### config.mk
export PLATFORM = sky130hd
export DESIGN_NAME = ysyx_23060061_core_ctrl
export DESIGN_NICKNAME = d
export VERILOG_FILES = /design/src/rtl/ysyx_23060061_core_ctrl_pkg.sv /design/src/rtl/ysyx_23060061_core_ctrl_stall_timer.sv /design/src/rtl/ysyx_23060061_core_ctrl.sv
export SDC_FILE = /design/constraint.sdc
export NUM_CORES = 1
export LEC_CHECK = 0
export ABC_AREA = 0
export CORE_ASPECT_RATIO = 1.1
export CORE_MARGIN = 2
export CORE_UTILIZATION = 57
export CTS_BUF_LIST = sky130_fd_sc_hd__clkbuf_4 sky130_fd_sc_hd__clkbuf_8 sky130_fd_sc_hd__clkbuf_16
export DETAILED_ROUTE_END_ITERATION = 16
export PLACE_DENSITY = 0.86
export SETUP_SLACK_MARGIN = 0.15
export SYNTH_ARGS = -nofsm -noshare
export SYNTH_HDL_FRONTEND = slang
export SYNTH_SLANG_ARGS = --single-unit
### constraint.sdc
create_clock -name clk -period 4.7 [get_ports clk]
set_input_delay 0.94 -clock clk [delete_from_list [all_inputs] [get_ports clk]]
set_output_delay 0.94 -clock clk [all_outputs]
set_load 0.005 [all_outputs]
### src/rtl/ysyx_23060061_core_ctrl_pkg.sv
// rtl/ysyx_23060061_core_ctrl_pkg.sv - shared state, halt-code and control-latch types for the core sequencer
package ysyx_23060061_core_ctrl_pkg;

    localparam int STALL_W = 16;

    typedef enum logic [3:0] {
        ST_IDLE     = 4'd0,
        ST_IF_REQ   = 4'd1,
        ST_IF_WAIT  = 4'd2,
        ST_ID       = 4'd3,
        ST_EX       = 4'd4,
        ST_MEM_REQ  = 4'd5,
        ST_MEM_WAIT = 4'd6,
        ST_WB       = 4'd7,
        ST_HALT     = 4'd8
    } state_e;

    typedef enum logic [1:0] {
        HALT_NONE    = 2'b00,
        HALT_EBREAK  = 2'b01,
        HALT_TIMEOUT = 2'b10,
        HALT_BUS_ERR = 2'b11
    } halt_code_e;

    // Decoder bits captured once per instruction in ID.
    typedef struct packed {
        logic reg_write;
        logic mem_write;
        logic mem_read;
        logic ebreak;
    } ctrl_t;

endpackage

### src/rtl/ysyx_23060061_core_ctrl_stall_timer.sv
// rtl/ysyx_23060061_core_ctrl_stall_timer.sv - bus-stall watchdog counter
// Ports: clk, rst_n (async active-low); clear restarts the count; stall counts
// one waiting cycle; expire flags the stall cycle that brings the count to TIMEOUT.
module ysyx_23060061_StallTimer
    import ysyx_23060061_core_ctrl_pkg::*;
#(
    parameter int TIMEOUT = 255
) (
    input  logic clk,
    input  logic rst_n,
    input  logic clear,
    input  logic stall,
    output logic expire
);

    localparam logic [STALL_W-1:0] LIMIT = STALL_W'(TIMEOUT - 1);

    logic [STALL_W-1:0] cnt_q, cnt_d;

    // Expiry is qualified by stall, so a handshake in the expiry cycle wins.
    assign expire = stall && (cnt_q >= LIMIT);

    always_comb begin
        cnt_d = cnt_q;
        if (clear) begin
            cnt_d = '0;
        end else if (stall && (cnt_q != {STALL_W{1'b1}})) begin
            cnt_d = cnt_q + 1'b1;
        end
    end

    always_ff @(posedge clk or negedge rst_n) begin
        if (!rst_n) begin
            cnt_q <= '0;
        end else begin
            cnt_q <= cnt_d;
        end
    end

endmodule

### src/rtl/ysyx_23060061_core_ctrl.sv
// rtl/ysyx_23060061_core_ctrl.sv - multi-cycle fetch/decode/execute/memory/writeback sequencer
// Ports: clk, rst_n (async active-low); IFU req/resp handshake; decoder control
// bits (sampled in ID only); LSU req/resp handshake; rf_we/pc_we/inst_we
// strobes; halt, halt_code and the retired-instruction counter. All outputs are
// decoded from registered state only.
module ysyx_23060061_core_ctrl
    import ysyx_23060061_core_ctrl_pkg::*;
#(
    parameter int TIMEOUT = 255,
    parameter int RET_W   = 64
) (
    input  logic             clk,
    input  logic             rst_n,
    output logic             ifu_req_valid,
    input  logic             ifu_req_ready,
    input  logic             ifu_resp_valid,
    input  logic             ifu_resp_err,
    output logic             inst_we,
    input  logic             dec_reg_write,
    input  logic             dec_mem_write,
    input  logic             dec_mem_read,
    input  logic             dec_ebreak,
    output logic             lsu_req_valid,
    output logic             lsu_req_wen,
    input  logic             lsu_req_ready,
    input  logic             lsu_resp_valid,
    input  logic             lsu_resp_err,
    output logic             rf_we,
    output logic             pc_we,
    output logic             halt,
    output logic [1:0]       halt_code,
    output logic [RET_W-1:0] retired
);

    state_e           state_q, state_d;
    halt_code_e       halt_code_q, halt_code_d;
    ctrl_t            ctrl_q, ctrl_d;
    logic [RET_W-1:0] retired_q, retired_d;
    logic             inst_we_q, inst_we_d;

    logic stall, timer_clear, expire;

    // A cycle spent in a request/wait state without its handshake.
    assign stall = ((state_q == ST_IF_REQ)   && !ifu_req_ready)  ||
                   ((state_q == ST_IF_WAIT)  && !ifu_resp_valid) ||
                   ((state_q == ST_MEM_REQ)  && !lsu_req_ready)  ||
                   ((state_q == ST_MEM_WAIT) && !lsu_resp_valid);

    // Restarting on every state change gives each wait state a fresh budget.
    assign timer_clear = (state_d != state_q);

    ysyx_23060061_StallTimer #(
        .TIMEOUT(TIMEOUT)
    ) u_stall_timer (
        .clk   (clk),
        .rst_n (rst_n),
        .clear (timer_clear),
        .stall (stall),
        .expire(expire)
    );

    always_comb begin
        state_d     = state_q;
        halt_code_d = halt_code_q;
        ctrl_d      = ctrl_q;
        retired_d   = retired_q;
        inst_we_d   = 1'b0;
        unique case (state_q)
            ST_IDLE: state_d = ST_IF_REQ;
            ST_IF_REQ: begin
                if (ifu_req_ready) begin
                    state_d = ST_IF_WAIT;
                end else if (expire) begin
                    state_d     = ST_HALT;
                    halt_code_d = HALT_TIMEOUT;
                end
            end
            ST_IF_WAIT: begin
                if (ifu_resp_valid) begin
                    if (ifu_resp_err) begin
                        state_d     = ST_HALT;
                        halt_code_d = HALT_BUS_ERR;
                    end else begin
                        // Registered, so the capture strobe is seen during ID.
                        inst_we_d = 1'b1;
                        state_d   = ST_ID;
                    end
                end else if (expire) begin
                    state_d     = ST_HALT;
                    halt_code_d = HALT_TIMEOUT;
                end
            end
            ST_ID: begin
                ctrl_d  = '{reg_write: dec_reg_write, mem_write: dec_mem_write,
                            mem_read: dec_mem_read, ebreak: dec_ebreak};
                state_d = ST_EX;
            end
            ST_EX: begin
                if (ctrl_q.ebreak) begin
                    state_d     = ST_HALT;
                    halt_code_d = HALT_EBREAK;
                end else if (ctrl_q.mem_read || ctrl_q.mem_write) begin
                    state_d = ST_MEM_REQ;
                end else begin
                    state_d = ST_WB;
                end
            end
            ST_MEM_REQ: begin
                if (lsu_req_ready) begin
                    state_d = ST_MEM_WAIT;
                end else if (expire) begin
                    state_d     = ST_HALT;
                    halt_code_d = HALT_TIMEOUT;
                end
            end
            ST_MEM_WAIT: begin
                if (lsu_resp_valid) begin
                    if (lsu_resp_err) begin
                        state_d     = ST_HALT;
                        halt_code_d = HALT_BUS_ERR;
                    end else begin
                        state_d = ST_WB;
                    end
                end else if (expire) begin
                    state_d     = ST_HALT;
                    halt_code_d = HALT_TIMEOUT;
                end
            end
            ST_WB: begin
                retired_d = retired_q + RET_W'(1);
                state_d   = ST_IF_REQ;
            end
            ST_HALT: state_d = ST_HALT;
            default: state_d = ST_HALT;
        endcase
    end

    always_ff @(posedge clk or negedge rst_n) begin
        if (!rst_n) begin
            state_q     <= ST_IDLE;
            halt_code_q <= HALT_NONE;
            ctrl_q      <= '0;
            retired_q   <= '0;
            inst_we_q   <= 1'b0;
        end else begin
            state_q     <= state_d;
            halt_code_q <= halt_code_d;
            ctrl_q      <= ctrl_d;
            retired_q   <= retired_d;
            inst_we_q   <= inst_we_d;
        end
    end

    assign ifu_req_valid = (state_q == ST_IF_REQ);
    assign lsu_req_valid = (state_q == ST_MEM_REQ);
    assign lsu_req_wen   = (state_q == ST_MEM_REQ) && ctrl_q.mem_write;
    // Stores never write the register file, whatever the decoder said.
    assign rf_we         = (state_q == ST_WB) && ctrl_q.reg_write && !ctrl_q.mem_write;
    assign pc_we         = (state_q == ST_WB);
    assign inst_we       = inst_we_q;
    assign halt          = (state_q == ST_HALT);
    assign halt_code     = halt_code_q;
    assign retired       = retired_q;

endmodule

==> impl_summary.log <==
INFO  metric run_status = finished clean
INFO  metric nFillCells = around 550
INFO  metric p_leak = around 2.4 nW
INFO  metric grt_antenna_before_repair = 0
INFO  metric layout-drive-gt1-share = 0.0640
INFO  metric postSynthRegisterBits = 91
INFO  metric timing.hold.ws = ~0.48 ns
INFO  metric ctsRootBufferMaster = sky130_fd_sc_hd__clkbuf_8
INFO  metric ctsResizeCount = 0
INFO  metric cts.clk_slew.worst_paths = about 0.10 ns
INFO  metric design.portCount = 85
INFO  metric totalNegativeSetupSlack = 0 ns
INFO  metric horizontal_die_dimension = 89.7 um
INFO  metric total_grt_overflow = 0
INFO  metric critPathKind = primary input to flip-flop
INFO  metric syn_to_final_growth = 24.8%
INFO  metric syn-instance-count = around 460
INFO  metric syn_nets = 473
INFO  metric postCtsSetupRepairBufs = 0
INFO  metric postSynth.topFlopCell = sky130_fd_sc_hd__dfrtp_1
INFO  metric report.final.slew_viol_count = 0
INFO  metric yosysWarnings = 0
INFO  metric post_cts_hold_buffer_count = 0
INFO  metric min_period_over_period = 0.715
INFO  metric ctsLongestPathBuffers = 2
INFO  metric mostFrequentLayoutCell = sky130_fd_sc_hd__dfrtp_1
INFO  metric multi_input_area = 2220 um^2
INFO  metric dr_total_vias = between 3,000 and 4,000
INFO  metric ys_seq_area_frac = 0.494
INFO  metric ant_nets = 0
INFO  metric max_clock_freq = between 0.2 and 0.3 GHz
INFO  metric timing.critical_path.to_type = flip-flop
INFO  metric power-per-cell-area = between 200 and 250 nW/um^2
INFO  metric timing.clock.skew = 0.0133 ns
INFO  metric tritoncts = built
INFO  metric setup_viol = 0
INFO  metric netlist-cell-type-count = 53
INFO  metric layout.nets = ~560
INFO  metric grt_first_pass_wirelength = about 18,000 um
INFO  metric worstSkewPairLatency = roughly 0.36 ns
INFO  metric grt_max_degree = around 90
INFO  metric postRouteWirelength = 10,400 um
INFO  metric route.detailed.vias_per_inst = roughly 5.8
INFO  metric initial_utilization = 0.586
INFO  metric required = 4.94 ns
INFO  metric synth_enable_flop_cells = 0
INFO  metric seqCellArea = roughly 2300 um^2
INFO  metric worst_slew_margin_rel = 0.119
INFO  metric first_drt_pass_iteration_count = 5
INFO  metric mappedNetlistArea = approximately 4600 um^2
INFO  metric first_global_vias = between 3,000 and 4,000
INFO  metric coreArea = 7870 um^2
INFO  metric gp_congestion = 0.916
INFO  metric pre_cts_ws = ~1.0 ns
INFO  metric cap_violations = 0
INFO  metric min_period = roughly 3.4 ns
INFO  metric remaining_drc_errors = 0
INFO  metric io_buffers = 84
INFO  metric cts_max_level = 3
INFO  metric fp.dieArea = slightly below 9000 um^2
INFO  metric unrepaired_setup_endpoints_after_global_routing = no
INFO  metric cts_sinks = 91
INFO  metric hold_viol_final = 0
INFO  metric setup_slack = 1.34 ns
INFO  metric worst_pin_slew = between 1 and 1.5 ns
INFO  metric startpoint_type = primary input
INFO  metric drt_iter0_markers = ~200
INFO  metric leading_cell_types_in_the_layout_fill_and_taps_excluded = 91 x sky130_fd_sc_hd__dfrtp_1, 83 x sky130_fd_sc_hd__clkdlybuf4s50_1, 46 x sky130_fd_sc_hd__xnor2_1
INFO  metric min-delay-path-class = flip-flop to flip-flop
INFO  metric chipHeight = just under 100 um
INFO  metric rows = 34
INFO  metric power.ir.vdd_worst = about 170 uV
INFO  metric hpwl = roughly 7500 um
INFO  metric avgSynthCellArea = roughly 10 um^2
INFO  metric totalPowerFinal = between 0.001 and 0.0015 W
INFO  metric routed_wire_length_per_instance = around 16 um
INFO  metric synthArstFlopShare = 1.00
INFO  metric antenna_diode_count = 0
INFO  metric cts_inserted_buffers = 9
INFO  metric worst-path-max-fanout = 16
INFO  metric worst-endpoint-arrival = 3.60 ns
INFO  metric grt.total_usage = 0.242
[logic make-up (layout without fill, tap and decap cells)]
family / after synthesis / count (layout) / share of synthesized area
AOI/OAI and AO/OA: 38 / 38 / 0.0616
xor gates and xnor gates: 71 / 71 / 0.135
adders and majority gates: 3 / 3 / 0.00814
buffers and inverters: 28 / 117 / 0.0250
DFF: 91 / 91 / 0.494
muxes: 4 / 4 / 0.00950
and+or+nand+nor: 223 / 223 / 0.267
[worst max-delay path, cell delays in order]
cell                              delay, ns
sky130_fd_sc_hd__clkdlybuf4s50_1       0.56
sky130_fd_sc_hd__nand2_1               0.07
sky130_fd_sc_hd__a32oi_1               0.78
sky130_fd_sc_hd__o21bai_2              0.32
sky130_fd_sc_hd__o211ai_1              0.54
sky130_fd_sc_hd__a211oi_1              0.39
[flip-flops by register name, summed over array words and instances (netlist names)]
signal	count
ctrl_q	4
u_stall_timer.cnt_q	16
halt_code	2
state_q	4
inst_we	1
retired	64
[synthesized netlist by cell type, drive strengths merged (4+ instances only)]
| cell | n | area (um^2) |
|---|---|---|
| o21ai | 6 | 30.0 |
| nor2 | 22 | 87.6 |
| o31ai | 4 | 30.0 |
| or3b | 5 | 43.8 |
| xor2 | 25 | 219 |
| and4 | 4 | 35.0 |
| buf | 6 | 32.5 |
| nand2 | 45 | 169 |
| a211oi | 8 | 65.1 |
| inv | 17 | 63.8 |
| clkbuf | 5 | 18.8 |
| or2 | 5 | 31.3 |
| nor3b | 4 | 35.0 |
| o41ai | 4 | 35.0 |
| nand4 | 21 | 131 |
| dfrtp | 91 | 2280 |
| xnor2 | 46 | 403 |
| nand2b | 4 | 25.0 |
| nand3b | 5 | 37.5 |
| nand3 | 29 | 145 |
| and3 | 6 | 37.5 |
| nor4 | 18 | 140 |
| or3 | 4 | 25.0 |
| nor3 | 43 | 220 |
[where the power goes]
part           internal, W  total [W]  switching (W)
sequential        0.000782   0.000782              0
clock             0.000303   0.000591       0.000287
combinational   0.00000886  0.0000275      0.0000187
[worst paths after layout]
kind                                start                       to  slack [ns]  depth (start not counted)
setup / recovery           lsu_resp_valid  u_stall_timer.cnt_q[11]        1.34                          6
hold reg to reg               retired[63]              retired[63]        0.48                          1
setup reg to reg               state_q[2]  u_stall_timer.cnt_q[11]        1.72                          5
min in group asynchronous           rst_n              retired[24]        0.79                          1
max in group asynchronous           rst_n               retired[0]        3.20                          1
hold / removal                retired[63]              retired[63]        0.48                          1
[through the flow]
| stage | utilization | std cells | instance area [um^2] |
|---|---|---|---|
| floorplan | - | 458 | 4610 |
| global placement | 0.703 | 639 | 5530 |
| detailed placement | 0.703 | 639 | 5530 |
| CTS | 0.731 | 655 | 5750 |
| global route | 0.731 | 655 | 5750 |
| finish | 0.731 | 655 | 5750 |
[metal layers]
layer / vias to the layer above / part of all wire / GRT usage
met5: - / 0 / 0
met4: 0 / 0.0081 / 0.0710
met3: 9 / 0.044 / 0.0417
met2: 101 / 0.51 / 0.429
met1: 1859 / 0.44 / 0.307
li1: 1820 / - / -
[final cells by class]
type                    instances  area share
inverters                      17      0.0111
clock inverters                 7      0.0172
flip-flops and latches         91       0.396
repair buffers                 84       0.146
clock buffers                   9      0.0215
multi-input cells             339       0.385
well taps                     108      0.0235
Power figures use the tool's default switching activity.
